**src/rtl/legv8_pkg.sv**
```systemverilog
// Shared constants and types for the LEGv8 multicycle main control.
package legv8_pkg;

    localparam int unsigned OPCODE_W = 11;
    localparam int unsigned ALUOP_W  = 2;
    localparam int unsigned PERF_W   = 32;

    // Full 11-bit opcodes
    localparam logic [OPCODE_W-1:0] OP_LDUR = 11'b11111000010;
    localparam logic [OPCODE_W-1:0] OP_STUR = 11'b11111000000;
    localparam logic [OPCODE_W-1:0] OP_ADD  = 11'b10001011000;
    localparam logic [OPCODE_W-1:0] OP_SUB  = 11'b11001011000;
    localparam logic [OPCODE_W-1:0] OP_AND  = 11'b10001010000;
    localparam logic [OPCODE_W-1:0] OP_ORR  = 11'b10101010000;

    // Prefix-matched opcodes (upper bits only)
    localparam logic [7:0] OP_CBZ_PFX = 8'b10110100;
    localparam logic [5:0] OP_B_PFX   = 6'b000101;

    // ALUop encodings consumed by ALU control
    localparam logic [ALUOP_W-1:0] ALUOP_MEM = 2'b00;
    localparam logic [ALUOP_W-1:0] ALUOP_BR  = 2'b01;
    localparam logic [ALUOP_W-1:0] ALUOP_R   = 2'b10;

    typedef enum logic [3:0] {
        S_FETCH    = 4'd0,
        S_DECODE   = 4'd1,
        S_EXEC_MEM = 4'd2,
        S_MEM      = 4'd3,
        S_WB_LD    = 4'd4,
        S_EXEC_R   = 4'd5,
        S_WB_R     = 4'd6,
        S_EXEC_BR  = 4'd7,
        S_HALT     = 4'd8
    } ctrl_state_t;

    typedef enum logic [2:0] {
        CLS_NONE = 3'd0,
        CLS_LDUR = 3'd1,
        CLS_STUR = 3'd2,
        CLS_R    = 3'd3,
        CLS_CBZ  = 3'd4,
        CLS_B    = 3'd5
    } op_class_t;

    // Registered Moore outputs of the control FSM
    typedef struct packed {
        logic               mem_req;
        logic               mem_we;
        logic               reg2loc;
        logic               alu_src;
        logic [ALUOP_W-1:0] alu_op;
        logic               mem_to_reg;
        logic               reg_write;
        logic               halted;
    } ctrl_out_t;

endpackage

```
**src/rtl/legv8_opclass_decode.sv**
```systemverilog
// Combinational opcode classifier used by the control FSM in DECODE.
module legv8_opclass_decode
    import legv8_pkg::*;
(
    input  logic [OPCODE_W-1:0] opcode,
    output op_class_t           op_class,
    output logic                illegal
);

    // Exact matches first, then the prefix-matched branch forms
    always_comb begin
        op_class = CLS_NONE;
        if (opcode == OP_LDUR) begin
            op_class = CLS_LDUR;
        end else if (opcode == OP_STUR) begin
            op_class = CLS_STUR;
        end else if ((opcode == OP_ADD) || (opcode == OP_SUB) ||
                     (opcode == OP_AND) || (opcode == OP_ORR)) begin
            op_class = CLS_R;
        end else if (opcode[OPCODE_W-1 -: 8] == OP_CBZ_PFX) begin
            op_class = CLS_CBZ;
        end else if (opcode[OPCODE_W-1 -: 6] == OP_B_PFX) begin
            op_class = CLS_B;
        end
        illegal = (op_class == CLS_NONE);
    end

endmodule

```
**src/rtl/legv8_multicycle_ctrl.sv**
```systemverilog
// LEGv8 multicycle main control FSM with req/ack unified-memory handshake.
// Optional macro CTRL_PERF_EN adds retired / stall_cycles counters.
module legv8_multicycle_ctrl
    import legv8_pkg::*;
#(
    parameter int unsigned ILLEGAL_HALT = 1
) (
    input  logic                CLK,
    input  logic                Resetb,
    input  logic [OPCODE_W-1:0] Opcode,
    input  logic                Zero,
    input  logic                mem_ack,
    output logic                mem_req,
    output logic                mem_we,
    output logic                IRWrite,
    output logic                PCWrite,
    output logic                PCSrc,
    output logic                Reg2Loc,
    output logic                ALUSrc,
    output logic [ALUOP_W-1:0]  ALUop,
    output logic                MemtoReg,
    output logic                RegWrite,
`ifdef CTRL_PERF_EN
    output logic [PERF_W-1:0]   retired,
    output logic [PERF_W-1:0]   stall_cycles,
`endif
    output logic                halted
);

    ctrl_state_t state_q, state_d;
    op_class_t   cls_q, cls_d, dec_class;
    ctrl_out_t   out_q, out_d;
    logic        dec_illegal;
    logic        fetch_ack, mem_done, br_take;

    legv8_opclass_decode u_decode (
        .opcode   (Opcode),
        .op_class (dec_class),
        .illegal  (dec_illegal)
    );

    // An ack only counts while our own request is up in FETCH or MEM
    assign fetch_ack = (state_q == S_FETCH) && out_q.mem_req && mem_ack;
    assign mem_done  = (state_q == S_MEM)   && out_q.mem_req && mem_ack;
    assign br_take   = (state_q == S_EXEC_BR) && ((cls_q == CLS_B) || Zero);

    // Class is captured from the live decoder only in DECODE
    assign cls_d = (state_q == S_DECODE) ? dec_class : cls_q;

    // State, latched class and output register; reset abandons any request
    always_ff @(posedge CLK or negedge Resetb) begin
        if (!Resetb) begin
            state_q <= S_FETCH;
            cls_q   <= CLS_NONE;
            out_q   <= '0;
        end else begin
            state_q <= state_d;
            cls_q   <= cls_d;
            out_q   <= out_d;
        end
    end

    // Next-state sequencing
    always_comb begin
        state_d = state_q;
        case (state_q)
            S_FETCH:    if (fetch_ack) state_d = S_DECODE;
            S_DECODE: begin
                if (dec_illegal) begin
                    state_d = (ILLEGAL_HALT != 0) ? S_HALT : S_FETCH;
                end else begin
                    case (dec_class)
                        CLS_LDUR, CLS_STUR: state_d = S_EXEC_MEM;
                        CLS_R:              state_d = S_EXEC_R;
                        default:            state_d = S_EXEC_BR;
                    endcase
                end
            end
            S_EXEC_MEM: state_d = S_MEM;
            S_MEM:      if (mem_done) state_d = (cls_q == CLS_STUR) ? S_FETCH : S_WB_LD;
            S_WB_LD:    state_d = S_FETCH;
            S_EXEC_R:   state_d = S_WB_R;
            S_WB_R:     state_d = S_FETCH;
            S_EXEC_BR:  state_d = S_FETCH;
            S_HALT:     state_d = S_HALT;
            default:    state_d = S_FETCH;
        endcase
    end

    // Moore output decode of the upcoming state, registered so it lines up with state_q
    always_comb begin
        out_d = '0;
        case (state_d)
            S_FETCH:    out_d.mem_req = 1'b1;
            S_EXEC_MEM: begin
                out_d.alu_op  = ALUOP_MEM;
                out_d.alu_src = 1'b1;
                out_d.reg2loc = (cls_d == CLS_STUR);
            end
            S_MEM: begin
                out_d.mem_req = 1'b1;
                out_d.mem_we  = (cls_d == CLS_STUR);
                out_d.reg2loc = (cls_d == CLS_STUR);
            end
            S_WB_LD: begin
                out_d.reg_write  = 1'b1;
                out_d.mem_to_reg = 1'b1;
            end
            S_EXEC_R:   out_d.alu_op = ALUOP_R;
            S_WB_R: begin
                out_d.alu_op    = ALUOP_R;
                out_d.reg_write = 1'b1;
            end
            S_EXEC_BR: begin
                out_d.alu_op  = ALUOP_BR;
                out_d.reg2loc = 1'b1;
            end
            S_HALT:     out_d.halted = 1'b1;
            default:    out_d = '0;
        endcase
    end

    assign mem_req  = out_q.mem_req;
    assign mem_we   = out_q.mem_we;
    assign Reg2Loc  = out_q.reg2loc;
    assign ALUSrc   = out_q.alu_src;
    assign ALUop    = out_q.alu_op;
    assign MemtoReg = out_q.mem_to_reg;
    assign RegWrite = out_q.reg_write;
    assign halted   = out_q.halted;

    // IR/PC strobes must land in the ack / Zero cycle itself, so they qualify the registered state
    assign IRWrite = fetch_ack;
    assign PCWrite = fetch_ack || br_take;
    assign PCSrc   = br_take;

`ifdef CTRL_PERF_EN
    logic [PERF_W-1:0] retired_q, retired_d, stall_q, stall_d;

    // Retire on every return to FETCH; stall on every unacknowledged request cycle
    always_comb begin
        retired_d = retired_q;
        stall_d   = stall_q;
        if ((state_q != S_FETCH) && (state_d == S_FETCH)) begin
            retired_d = retired_q + PERF_W'(1);
        end
        if (out_q.mem_req && !mem_ack) begin
            stall_d = stall_q + PERF_W'(1);
        end
    end

    // Performance counter registers
    always_ff @(posedge CLK or negedge Resetb) begin
        if (!Resetb) begin
            retired_q <= '0;
            stall_q   <= '0;
        end else begin
            retired_q <= retired_d;
            stall_q   <= stall_d;
        end
    end

    assign retired      = retired_q;
    assign stall_cycles = stall_q;
`endif

endmodule

```
**config.mk**
```make
export PLATFORM = sky130hd
export DESIGN_NAME = legv8_multicycle_ctrl
export DESIGN_NICKNAME = d
export VERILOG_FILES = /design/src/rtl/legv8_pkg.sv /design/src/rtl/legv8_opclass_decode.sv /design/src/rtl/legv8_multicycle_ctrl.sv
export SDC_FILE = /design/constraint.sdc
export NUM_CORES = 1
export LEC_CHECK = 0
export ABC_AREA = 0
export BUFFER_PORTS_ARGS = -buffer_cell sky130_fd_sc_hd__buf_4
export CORE_MARGIN = 5
export CORE_UTILIZATION = 50
export DETAILED_ROUTE_END_ITERATION = 8
export HOLD_SLACK_MARGIN = 0.15
export PLACE_DENSITY = 0.77
export SLEW_MARGIN = 0
export SYNTH_ARGS = -nofsm -noshare
export SYNTH_HDL_FRONTEND = slang
export SYNTH_SLANG_ARGS = --single-unit
```
**constraint.sdc**
```tcl
create_clock -name CLK -period 2.6 [get_ports CLK]
set_input_delay 0 -clock CLK [delete_from_list [all_inputs] [get_ports CLK]]
set_output_delay 0 -clock CLK [all_outputs]
set_load 0.005 [all_outputs]
```
==> qor.json <==
{
  "timing": {
    "worst_pin_slew_ns": 0.706,
    "layout_min_cycle_time_ns": 1.95,
    "slew_headroom_pct": 52.8,
    "setup_viol_count_final": 0,
    "final-hold-violation-count": 0,
    "skew_ns": 0.00583,
    "finalSetupTns_ns": 0,
    "finalMaxSlewViolations": 0,
    "achievable-frequency_ghz": 0.514,
    "period_share_pct": 74.8,
    "rsz0062_at_grt": "no"
  },
  "synth": {
    "mappedNetlistArea_um2": 926,
    "yosys_warnings": 0,
    "yosys.area.top_type_share_pct": 43.2,
    "number_of_enable_flip_flop_cells_after_synthesis": 0,
    "asyncSetResetFlopFracSynth_pct": 100,
    "ys_top_cells_by_area": "dfrtp_1 43%, nor3_1 3.2%, nand4bb_4 3.0%",
    "synth.distinct_cells": 44,
    "synth.avg_cell_area_um2": 10.8,
    "yosys_register_bits": 16,
    "synth_largest_area_cell": "dfrtp_1",
    "seq_area_frac_synth_pct": 43.2,
    "top_ff_cell_synth": "dfrtp_1",
    "postSynthCellCount": 86,
    "synth_nets": 101
  },
  "place": {
    "place_congestion": 0.763,
    "dpl.hpwl_um": 1620,
    "io_buffers": 26,
    "placed_cells": 136
  },
  "floorplan": {
    "rows": 15,
    "floorplan.io_pins": 27,
    "die_w_um": 53.0,
    "design.die.area_mm2": 0.00281,
    "start_util_pct": 53.0,
    "fp.coreArea_mm2": 0.00175,
    "die-height_um": 53.0
  },
  "layout": {
    "design.final.nets": 135,
    "antenna_cells": 0,
    "syn_to_final_growth_pct": 31.5,
    "stdcell_count": 144,
    "post_route_cells_drive_above_1_share_pct": 37.0
  },
  "power": {
    "static-leakage-power_nw": 0.561,
    "totalPowerFinal_mw": 0.454,
    "power.density_mw_per_mm2": 373,
    "irDropWorstVdd_mv": 0.300
  },
  "global_route": {
    "grt_antenna_before_repair": 0,
    "grt_use_total_pct": 17.8,
    "maximum_number_of_pins_on_one_net_before_global_route_repair": 17,
    "grt_pass1_wl_um": 3590,
    "grt_overflow": 0,
    "number_of_global_route_vias_before_repair": 837
  },
  "cts": {
    "clock_latency_ns": 0.29,
    "cts.path.max_buffers": 2,
    "cts_tree": "yes",
    "cts_htree_levels": 1,
    "number_of_clock_sinks_seen_by_cts": 16,
    "clk_transition_reported_paths_ns": 0.09,
    "tritoncts.num_buffers": 3,
    "cts_root_buffer": "clkbuf_4"
  },
  "route": {
    "first_pass_iters": 4,
    "num_vias": 800,
    "detail_route.iter0.violations": 15,
    "vias_per_cell": 5.56,
    "post-route-drc-count": 0,
    "avgRoutedWirePerCell_um": 14.2,
    "wirelength_um": 2050,
    "antenna_violating_nets_post_route": 0
  },
  "worst_setup_path": {
    "timing.critical_path.slowest_stage_cell": "dfrtp_1",
    "cp_common_cell": "a211oi_1",
    "worst_ep_arrival_time_ns": 2.15,
    "crit_path_max_incr_delay_ns": 0.50,
    "endpoint_kind": "flip-flop",
    "cells_along_the_critical_path": "nor4b_4 -> o21ai_1 -> a211oi_1 -> o22ai_1 -> a211oi_1",
    "sort_of_element_at_the_start_of_the_critical_path": "flip-flop",
    "timing.setup.critical_path_class": "reg2reg",
    "crit_fanout": 9,
    "critical_path_required_ns": 2.80
  },
  "run": {
    "max_cap_violations": 0
  },
  "min_path": {
    "min_path_type": "in2reg"
  },
  "status": {
    "outcome": "complete, no violations"
  }
}
==> state kept, by name, indices dropped and copies added (netlist names) <==
| name | flops |
|---|---|
| Reg2Loc | 1 |
| halted | 1 |
| mem_req | 1 |
| cls_q | 3 |
| MemtoReg | 1 |
| mem_we | 1 |
| RegWrite | 1 |
| ALUop | 2 |
| state_q | 4 |
| ALUSrc | 1 |
==> path summary, 6_finish.rpt <==
kind / depth (start not counted) / from / end / slack, ns
max: 5 / state_q[1] / Reg2Loc / 0.65
min: 4 / Opcode[8] / ALUop[0] / 0.24
max reg2reg: 5 / state_q[1] / Reg2Loc / 0.65
min reg2reg: 1 / cls_q[2] / cls_q[2] / 0.55
max in group asynchronous: 3 / Resetb / cls_q[0] / 1.31
min in group asynchronous: 3 / Resetb / halted / 0.84
==> critical path: cells and delay by family, from the launching register on <==
| family | cells | cell delay, ns |
|---|---|---|
| DFF | 1 | 0.50 |
| AOI/OAI and AO/OA | 4 | 0.92 |
| and+or+nand+nor | 1 | 0.46 |
==> timing repair <==
item                                   4_1_cts  5_1_grt
buffers inserted                             0        0
hold buffers                                 4        0
endpoints found under the hold margin       18        0
resized for setup                            0        0
==> through the flow <==
stage	worst slack, ns	hold slack [ns]	instance area, um^2	utilization (%)
2_1_floorplan	0.804	-0.296	926	-
3_3_place_gp	0.717	-0.136	1140	65.4
3_5_place_dp	0.664	-0.131	1140	65.4
4_1_cts	0.653	0.236	1220	69.7
5_1_grt	0.509	0.257	1220	69.7
6_report	0.655	0.238	1220	69.7
==> cells by family (layout without fill, tap and decap cells) <==
group / Yosys count / count (layout) / synth area share, %
simple gates: 45 / 45 / 36.6
compound gates: 18 / 18 / 15.8
flops: 16 / 16 / 43.2
buf+inv: 6 / 39 / 3.24
mux: 1 / 1 / 1.08
==> cell usage after synthesis (2+ instances only) <==
cell type  instances
dfrtp_1           16
inv_1              5
nand3_1            2
nor3_1             6
and3b_1            2
or2_2              3
nand2_1            6
nor2_1             6
a31oi_1            2
o22ai_1            2
a211oi_1           3
==> power by group <==
group          total (mW)  internal, mW  switching, mW  leakage (nW)
clock network       0.163        0.0854         0.0779        0.0210
registers           0.249         0.249      0.0000147         0.208
logic              0.0419        0.0240         0.0180         0.332
==> final cells by class <==
cell class,count,area (um^2)
Sequential cell,16,400
Inverter,5,18.8
Timing Repair Buffer,30,235
Fill cell,159,528
Tap cell,25,31.3
Clock buffer,4,36.3
Multi-Input combinational cell,64,495
==> per-layer routing <==
layer,GRT usage [%],vias up,wire (um)
met4,7.66,0,38
met5,0,-,0
met1,20.6,377,897
li1,-,391,-
met2,30.8,27,987
met3,4.23,5,127
==> cells in the final DEF, fill, tap and decap left out, types with 2 or more instances in the layout <==
| cell | synthesis | routed |
|---|---|---|
| nor2_1 | 6 | 6 |
| nand3_1 | 2 | 2 |
| dlygate4sd3_1 | 0 | 4 |
| inv_1 | 5 | 5 |
| dfrtp_1 | 16 | 16 |
| or2_2 | 3 | 3 |
| a211oi_1 | 3 | 3 |
| nor3_1 | 6 | 6 |
| and3b_1 | 2 | 2 |
| clkbuf_4 | 0 | 3 |
| nand2_1 | 6 | 6 |
| buf_4 | 0 | 26 |
| o22ai_1 | 2 | 2 |
| a31oi_1 | 2 | 2 |
No activity file was read; power rests on OpenSTA's default activity.
